### config.mk
export PLATFORM = sky130hd
export DESIGN_NAME = hpdcache_wbuf_mem_adapter
export DESIGN_NICKNAME = d
export VERILOG_FILES = /design/src/rtl/hpdcache_wbuf_mem_adapter_pkg.sv /design/src/rtl/hpdcache_wbuf_data_serializer.sv /design/src/rtl/hpdcache_wbuf_mem_adapter.sv
export SDC_FILE = /design/constraint.sdc
export NUM_CORES = 1
export LEC_CHECK = 0
export CAP_MARGIN = 20
export CORE_AREA = 2 2 157 159
export CTS_CLUSTER_DIAMETER = 200
export CTS_CLUSTER_SIZE = 10
export DETAILED_ROUTE_END_ITERATION = 16
export DIE_AREA = 0 0 159 161
export DONT_BUFFER_PORTS = 1
export GPL_TIMING_DRIVEN = 0
export PLACE_DENSITY = 0.5
export SLEW_MARGIN = 20
export SYNTH_ARGS = -nofsm -noshare
export SYNTH_HDL_FRONTEND = slang
export SYNTH_SLANG_ARGS = --single-unit
### constraint.sdc
create_clock -name clk_i -period 25.7 [get_ports clk_i]
set_input_delay 7.71 -clock clk_i [delete_from_list [all_inputs] [get_ports clk_i]]
set_output_delay 7.71 -clock clk_i [all_outputs]
set_load 0.02 [all_outputs]
### src/rtl/hpdcache_wbuf_mem_adapter_pkg.sv
// Types and helpers shared by the write-buffer to memory write adapter.
// Memory interface structs are sized for the default 64-bit memory data path.
package hpdcache_wbuf_mem_adapter_pkg;

    localparam int unsigned PA_WIDTH       = 40;
    localparam int unsigned MEM_ID_WIDTH   = 8;
    localparam int unsigned MEM_DATA_WIDTH = 64;

    typedef enum logic [1:0] {
        MEM_READ   = 2'd0,
        MEM_WRITE  = 2'd1,
        MEM_ATOMIC = 2'd2
    } mem_command_e;

    typedef enum logic [3:0] {
        ATOMIC_ADD  = 4'd0,
        ATOMIC_CLR  = 4'd1,
        ATOMIC_SET  = 4'd2,
        ATOMIC_EOR  = 4'd3,
        ATOMIC_SMAX = 4'd4,
        ATOMIC_SMIN = 4'd5,
        ATOMIC_UMAX = 4'd6,
        ATOMIC_UMIN = 4'd7,
        ATOMIC_SWAP = 4'd8
    } mem_atomic_e;

    typedef enum logic [1:0] {
        RESP_OK     = 2'd0,
        RESP_EXOKAY = 2'd1,
        RESP_SLVERR = 2'd2,
        RESP_DECERR = 2'd3
    } mem_error_e;

    typedef enum logic {
        SER_IDLE  = 1'b0,
        SER_BURST = 1'b1
    } ser_state_e;

    typedef struct packed {
        logic [PA_WIDTH-1:0]     addr;
        logic [7:0]              len;
        logic [2:0]              size;
        logic [MEM_ID_WIDTH-1:0] id;
        mem_command_e            command;
        mem_atomic_e             atomic;
        logic                    cacheable;
    } mem_req_t;

    typedef struct packed {
        logic [MEM_DATA_WIDTH-1:0]   data;
        logic [MEM_DATA_WIDTH/8-1:0] be;
        logic                        last;
    } mem_req_w_t;

    typedef struct packed {
        mem_error_e              error;
        logic [MEM_ID_WIDTH-1:0] id;
    } mem_resp_w_t;

    function automatic logic [2:0] get_hpdcache_mem_size(input int unsigned bytes);
        return 3'($clog2(bytes));
    endfunction

    // Ratio of two power-of-2 widths, clamped to 1 when num <= den.
    function automatic int unsigned wbuf_mem_ratio_f(input int unsigned num, input int unsigned den);
        return (num > den) ? num / den : 32'd1;
    endfunction

endpackage

### src/rtl/hpdcache_wbuf_data_serializer.sv
// Splits one wide write-buffer word into DN memory beats, low slice first.
// Accepts the next word on the last beat's handshake so bursts run back to back.
module hpdcache_wbuf_data_serializer
    import hpdcache_wbuf_mem_adapter_pkg::*;
#(
    parameter int unsigned WbufDataWidth = 128,
    parameter int unsigned MemDataWidth  = 64,
    localparam int unsigned DN    = WbufDataWidth / MemDataWidth,
    localparam int unsigned BeatW = $clog2(DN)
) (
    input  logic                      clk,
    input  logic                      rst,
    input  logic                      in_valid,
    output logic                      in_ready,
    input  logic [WbufDataWidth-1:0]  in_data,
    input  logic [WbufDataWidth/8-1:0] in_be,
    output logic                      out_valid,
    input  logic                      out_ready,
    output logic [MemDataWidth-1:0]   out_data,
    output logic [MemDataWidth/8-1:0] out_be,
    output logic                      out_last,
    output logic                      idle
);

    ser_state_e state_q, state_d;
    logic [DN-1:0][MemDataWidth-1:0]   data_q;
    logic [DN-1:0][MemDataWidth/8-1:0] be_q;
    logic [BeatW-1:0] beat_q;
    logic last_beat, capture;

    assign last_beat = (beat_q == BeatW'(DN - 1));

    always_ff @(posedge clk) begin
        if (rst) begin
            state_q <= SER_IDLE;
            beat_q  <= '0;
        end else begin
            state_q <= state_d;
            if (capture) begin
                beat_q <= '0;
            end else if (out_valid && out_ready && !last_beat) begin
                beat_q <= beat_q + 1'b1;
            end
        end
    end

    always_ff @(posedge clk) begin
        if (capture) begin
            data_q <= in_data;
            be_q   <= in_be;
        end
    end

    always_comb begin
        state_d = state_q;
        case (state_q)
            SER_IDLE:  if (in_valid) state_d = SER_BURST;
            SER_BURST: if (out_ready && last_beat && !in_valid) state_d = SER_IDLE;
            default:   state_d = SER_IDLE;
        endcase
    end

    always_comb begin
        in_ready  = 1'b0;
        out_valid = 1'b0;
        case (state_q)
            SER_IDLE:  in_ready = 1'b1;
            SER_BURST: begin
                out_valid = 1'b1;
                in_ready  = out_ready & last_beat;
            end
            default: ;
        endcase
        capture = in_valid & in_ready;
    end

    assign out_data = data_q[beat_q];
    assign out_be   = be_q[beat_q];
    assign out_last = last_beat;
    assign idle     = (state_q == SER_IDLE);

endmodule

### src/rtl/hpdcache_wbuf_mem_adapter.sv
// Bridges the write-buffer send channels to the memory write channels for any
// power-of-2 width ratio, and tracks which write ids are still awaiting an ack.
module hpdcache_wbuf_mem_adapter
    import hpdcache_wbuf_mem_adapter_pkg::*;
#(
    parameter int unsigned WbufDataWidth  = 128,
    parameter int unsigned MemDataWidth   = 64,
    parameter int unsigned MemIdWidth     = 8,
    parameter int unsigned WbufIdWidth    = 3,
    parameter int unsigned MaxOutstanding = 8,
    parameter type hpdcache_mem_req_t    = mem_req_t,
    parameter type hpdcache_mem_req_w_t  = mem_req_w_t,
    parameter type hpdcache_mem_resp_w_t = mem_resp_w_t,
    localparam int unsigned CntWidth = $clog2(MaxOutstanding + 1)
) (
    input  logic                       clk_i,
    input  logic                       rst_i,
    input  logic                       send_meta_valid_i,
    output logic                       send_meta_ready_o,
    input  logic [PA_WIDTH-1:0]        send_addr_i,
    input  logic [WbufIdWidth-1:0]     send_id_i,
    input  logic                       send_uc_i,
    input  logic                       send_data_valid_i,
    output logic                       send_data_ready_o,
    input  logic [PA_WIDTH-1:0]        send_data_tag_i,
    input  logic [WbufDataWidth-1:0]   send_data_i,
    input  logic [WbufDataWidth/8-1:0] send_be_i,
    input  logic                       mem_req_write_ready_i,
    output logic                       mem_req_write_valid_o,
    output hpdcache_mem_req_t          mem_req_write_o,
    input  logic                       mem_req_write_data_ready_i,
    output logic                       mem_req_write_data_valid_o,
    output hpdcache_mem_req_w_t        mem_req_write_data_o,
    output logic                       mem_resp_write_ready_o,
    input  logic                       mem_resp_write_valid_i,
    input  hpdcache_mem_resp_w_t       mem_resp_write_i,
    output logic                       ack_o,
    output logic [WbufIdWidth-1:0]     ack_id_o,
    output logic                       ack_error_o,
    output logic [CntWidth-1:0]        outstanding_o,
    output logic                       idle_o,
    output logic                       spurious_ack_o
);

    localparam int unsigned UP = wbuf_mem_ratio_f(MemDataWidth, WbufDataWidth);
    localparam int unsigned DN = wbuf_mem_ratio_f(WbufDataWidth, MemDataWidth);

    if ((WbufDataWidth & (WbufDataWidth - 1)) != 0 || (MemDataWidth & (MemDataWidth - 1)) != 0) begin : g_bad_width
        $error("data widths must be powers of 2");
    end
    if (MemIdWidth < WbufIdWidth) begin : g_bad_id
        $error("MemIdWidth must be >= WbufIdWidth");
    end
    if (MaxOutstanding < 1 || MaxOutstanding > (2 ** WbufIdWidth)) begin : g_bad_max
        $error("MaxOutstanding must be in 1..2**WbufIdWidth");
    end

    logic [2**WbufIdWidth-1:0] pending_q, pending_d;
    logic [CntWidth-1:0]       count_q;
    logic [WbufIdWidth-1:0]    resp_id;
    logic gate, meta_hs, resp_hit, spurious_q, ser_idle;
    logic unused_bits;

    assign unused_bits = ^{send_data_tag_i, mem_resp_write_i.id};

    // Reset also blocks handshakes so nothing is accepted while state is being cleared.
    assign gate     = ~rst_i & ~pending_q[send_id_i] & (count_q < CntWidth'(MaxOutstanding));
    assign meta_hs  = mem_req_write_valid_o & mem_req_write_ready_i;
    assign resp_id  = mem_resp_write_i.id[WbufIdWidth-1:0];
    assign resp_hit = mem_resp_write_valid_i & pending_q[resp_id];

    assign mem_req_write_valid_o = send_meta_valid_i & gate;
    assign send_meta_ready_o     = mem_req_write_ready_i & gate;

    always_comb begin
        mem_req_write_o           = '0;
        mem_req_write_o.addr      = send_addr_i;
        mem_req_write_o.len       = 8'(DN - 1);
        mem_req_write_o.size      = get_hpdcache_mem_size(WbufDataWidth / 8);
        mem_req_write_o.id        = MemIdWidth'(send_id_i);
        mem_req_write_o.command   = MEM_WRITE;
        mem_req_write_o.atomic    = ATOMIC_ADD;
        mem_req_write_o.cacheable = ~send_uc_i;
    end

    always_comb begin
        pending_d = pending_q;
        if (resp_hit) pending_d[resp_id] = 1'b0;
        if (meta_hs)  pending_d[send_id_i] = 1'b1;
    end

    always_ff @(posedge clk_i) begin
        if (rst_i) begin
            pending_q  <= '0;
            count_q    <= '0;
            spurious_q <= 1'b0;
        end else begin
            pending_q  <= pending_d;
            count_q    <= count_q + CntWidth'(meta_hs) - CntWidth'(resp_hit);
            spurious_q <= mem_resp_write_valid_i & ~pending_q[resp_id];
        end
    end

    assign mem_resp_write_ready_o = 1'b1;
    assign ack_o          = mem_resp_write_valid_i;
    assign ack_id_o       = resp_id;
    assign ack_error_o    = (mem_resp_write_i.error != RESP_OK);
    assign outstanding_o  = count_q;
    assign spurious_ack_o = spurious_q;
    assign idle_o         = (count_q == '0) & ser_idle;

    if (DN > 1) begin : g_down
        logic ser_in_ready, ser_out_valid, ser_out_last;
        logic [MemDataWidth-1:0]   ser_out_data;
        logic [MemDataWidth/8-1:0] ser_out_be;

        hpdcache_wbuf_data_serializer #(
            .WbufDataWidth(WbufDataWidth),
            .MemDataWidth (MemDataWidth)
        ) i_serializer (
            .clk      (clk_i),
            .rst      (rst_i),
            .in_valid (send_data_valid_i & ~rst_i),
            .in_ready (ser_in_ready),
            .in_data  (send_data_i),
            .in_be    (send_be_i),
            .out_valid(ser_out_valid),
            .out_ready(mem_req_write_data_ready_i),
            .out_data (ser_out_data),
            .out_be   (ser_out_be),
            .out_last (ser_out_last),
            .idle     (ser_idle)
        );

        assign send_data_ready_o          = ser_in_ready & ~rst_i;
        assign mem_req_write_data_valid_o = ser_out_valid & ~rst_i;

        always_comb begin
            mem_req_write_data_o      = '0;
            mem_req_write_data_o.data = ser_out_data;
            mem_req_write_data_o.be   = ser_out_be;
            mem_req_write_data_o.last = ser_out_last;
        end
    end else begin : g_up
        localparam int unsigned LaneBits = (UP > 1) ? $clog2(UP) : 1;
        logic [LaneBits-1:0] lane;
        logic [UP-1:0][WbufDataWidth/8-1:0] be_lanes;

        // The low tag bits name the word's lane inside the wide memory beat.
        assign lane = (UP > 1) ? send_data_tag_i[LaneBits-1:0] : '0;

        always_comb begin
            be_lanes = '0;
            for (int l = 0; l < UP; l++) begin
                if (lane == LaneBits'(l)) be_lanes[l] = send_be_i;
            end
        end

        assign ser_idle                   = 1'b1;
        assign send_data_ready_o          = mem_req_write_data_ready_i & ~rst_i;
        assign mem_req_write_data_valid_o = send_data_valid_i & ~rst_i;

        always_comb begin
            mem_req_write_data_o      = '0;
            mem_req_write_data_o.data = {UP{send_data_i}};
            mem_req_write_data_o.be   = be_lanes;
            mem_req_write_data_o.last = 1'b1;
        end
    end

endmodule

==> impl_metrics.yaml <==
outcome:
  outcome: "complete, no violations"
synthesis:
  synthXorXnorAreaFrac_pct: 0.130
  yosys.area_share.simple_pct: 3.35
  muxShareOfSynthArea_pct: 13.7
  synth_top_area_cell: "edfxtp_1"
  yosys.area_share.adder_pct: 1.23
  synthTopCellsByArea: "edfxtp_1, mux2_2, buf_4, dfxtp_1, ha_1"
  synth_warnings: 0
  synth.distinct_cells: 47
  synth_top_area_share_pct: 64.4
  async_flop_share_pct: 0
  yosys_register_bits: 159
  syn-cell-area_um2: 6710
  synth_ff_type: "edfxtp_1"
  synth-compound-area-share_pct: 2.94
  synth_edf_count: 144
  synthCells: 407
  syn_area_per_cell_um2: 16.5
  synth_top_family_by_area: "multiplexers"
  ys_seq_area_share_pct: 68.9
routing:
  drc: 0
  routed_wl_um: 15000
  first_pass_iters: 4
  routed-via-count: 3453
  drt_iter0_markers: 143
  wl_per_cell_um: 18.7
  antenna_left: 0
  via_per_inst: 4.32
floorplan:
  num_rows: 57
  initial_core_util_pct: 28.0
  die-area_um2: 25600
  die_w_um: 159
  core_um2: 24000
  die_h_um: 161
  num_io_pins: 400
clock_network:
  cts_hold_buffers: 0
  cts_root_buf: "clkbuf_16"
  htreeDepth: 4
  cts_setup_buffers: 0
  cts_made_buffers: 17
  clk_pin_slew_worst_paths_ps: 70
  cts_tree: "built"
  clkSinkCount: 159
  cts.path.max_buffers: 2
  clkLatencyLatePin_ps: 420
  postCtsResizedCells: 0
finish:
  final-seq-area_um2: 4620
  drive_gt1_share_pct: 42.8
  final_util_pct: 33.2
  area_growth_syn_to_layout_pct: 18.3
  nNetsFinal: 712
  stdcell_area_um2: 7950
  multi_input_area_um2: 1530
  fillers: 2364
setup_path:
  cp.arrival_ps: 8970
  worstReg2RegEnd: "g_down.i_serializer.data_q[22]$_DFFE_PP_"
  rr_worst_depth: 10
  r2r-start: "g_down.i_serializer.out_last$_SDFFE_PP0P_"
  cp-start-kind: "input port"
  reg2reg_slack_ps: 21870
  crit_fanout: 9
  cp-end-kind: "output port"
  cp_data_required_time_ps: 17990
  crit_type: "input port to output port"
hold_path:
  hp-class: "flip-flop to flip-flop"
  hold-path-cell-count: 1
  hold_end: "pending_q[1]$_SDFF_PP0_"
  hold_start: "pending_q[1]$_SDFF_PP0_"
sta:
  rsz0062_at_grt: "false"
  worst_slew_pin_slew_ps: 1000
  slew_viol_final: 0
  fin_setup_tns_ps: 0
  setup_viol_count_final: 0
  hold_viol: 0
  fmaxAchievable_mhz: 59.9
  whs_ps: 499
  fin_skew_ps: 10.1
  slew_headroom_pct: 32.1
  finalCriticalPeriod_ps: 16680
  fin_crit_sh_pct: 64.9
global_route:
  first_global_vias: 3552
  grt_overflow: 0
  grtUsageTotal_pct: 11.6
  grt_max_degree: 21
  antenna_found_initial: 3
  grt_pass1_wl_um: 21900
place:
  place_area_um2: 7320
  hpwl_um: 11800
  port_buffers: 0
  place_congestion: 0.776
power:
  finalPower_uw: 617
  pwr_density_cell_nw_per_um2: 77.7
  ir_worst_vdd_uv: 41.0
  p_leak_uw: 0.00282
job:
  max_cap_viol_count: 0
## cells in the mapped netlist, types with 2 or more instances
library cell / n
ha_1: 5
a21oi_1: 4
edfxtp_1: 144
o31ai_1: 3
nor2b_1: 5
dfxtp_1: 15
mux4_2: 2
nand3_1: 3
o311ai_0: 3
mux2i_1: 3
inv_1: 11
buf_4: 71
buf_6: 2
nand2_1: 5
nand2b_1: 3
conb_1: 2
mux2_2: 74
clkbuf_1: 6
nor2_1: 7
o41ai_1: 2
o21ai_0: 2
buf_2: 5
o211ai_1: 4
nand3b_1: 3
## through the flow
| step | worst slack [ps] | cells |
|---|---|---|
| 3_3_place_gp | 3910 | 752 |
| 3_5_place_dp | 8990 | 766 |
| 6_report | 9020 | 799 |
| 2_1_floorplan | 7200 | 428 |
| 4_1_cts | 8980 | 798 |
| 5_1_grt | 8950 | 799 |
## logic make-up (layout without fill, tap and decap cells)
family | after synthesis | count (layout)
DFF | 159 | 159
buffers and inverters | 96 | 142
muxes | 80 | 80
and+or+nand+nor | 37 | 37
AOI/OAI and AO/OA | 26 | 26
adders and majority gates | 6 | 6
other | 2 | 24
xor gates and xnor gates | 1 | 1
## final cells by class
class | count | share of cell area (%)
antenna | 1 | 0.0315
buffer | 85 | 7.64
clock buffer | 17 | 5.35
clock inverter | 15 | 2.54
inverter | 11 | 0.520
multi-input combinational | 173 | 19.2
sequential | 159 | 58.2
tap | 324 | 5.10
timing repair buffer | 14 | 1.42
## layout by cell type (no fill, tap or decap), types with 3 or more instances in the layout
cell | netlist | final
edfxtp_1 | 144 | 144
buf_4 | 71 | 83
mux2_2 | 74 | 74
conb_1 | 2 | 23
clkbuf_16 | 0 | 17
dfxtp_1 | 15 | 15
inv_1 | 11 | 11
nor2_1 | 7 | 7
clkbuf_1 | 6 | 6
clkinv_8 | 0 | 6
buf_2 | 5 | 5
nor2b_1 | 5 | 5
nand2_1 | 5 | 5
ha_1 | 5 | 5
buf_6 | 2 | 4
o211ai_1 | 4 | 4
a21oi_1 | 4 | 4
inv_8 | 0 | 4
mux2i_1 | 3 | 3
nand3_1 | 3 | 3
nand2b_1 | 3 | 3
o31ai_1 | 3 | 3
o311ai_0 | 3 | 3
nand3b_1 | 3 | 3
## flip-flops by register name, summed over array words and instances (netlist names)
signal / cells
g_down.i_serializer.state_q: 1
outstanding_o: 4
pending_q: 8
g_down.i_serializer.out_last: 1
g_down.i_serializer.be_q: 16
spurious_ack_o: 1
g_down.i_serializer.data_q: 128
## power by group
group / internal [uW] / leakage, uW / switching (uW)
combinational: 21.4 / 0.00106 / 37.7
clock: 134 / 0.000302 / 124
sequential: 294 / 0.00146 / 5.13
total: 450 / 0.00282 / 167
## layer usage
| metal | part of all wire (%) | global-route usage, % |
|---|---|---|
| met1 | 31 | 10.3 |
| met2 | 53 | 21.3 |
| met3 | 13 | 6.29 |
| met4 | 2.8 | 5.95 |
| met5 | 0.074 | 0 |
## worst max-delay path by stage
stage	from	endpoint	slack (ps)	cells past startpoint
after floorplan	rst_i	g_down.i_serializer.be_q[0]$_DFFE_PP_	7200	2
after global placement	rst_i	g_down.i_serializer.data_q[56]$_DFFE_PP_	3910	2
after detailed placement	send_id_i[0]	send_meta_ready_o	8990	4
after CTS	send_id_i[0]	send_meta_ready_o	8980	4
after global routing	send_id_i[2]	send_meta_ready_o	8950	4
final	send_id_i[0]	send_meta_ready_o	9020	4
## worst max-delay path, cell delays in order
cell and delay (ps):
buf_6 110, or3_1 360, a221o_1 310, a21oi_1 470
(Power assumes the default switching activity.)
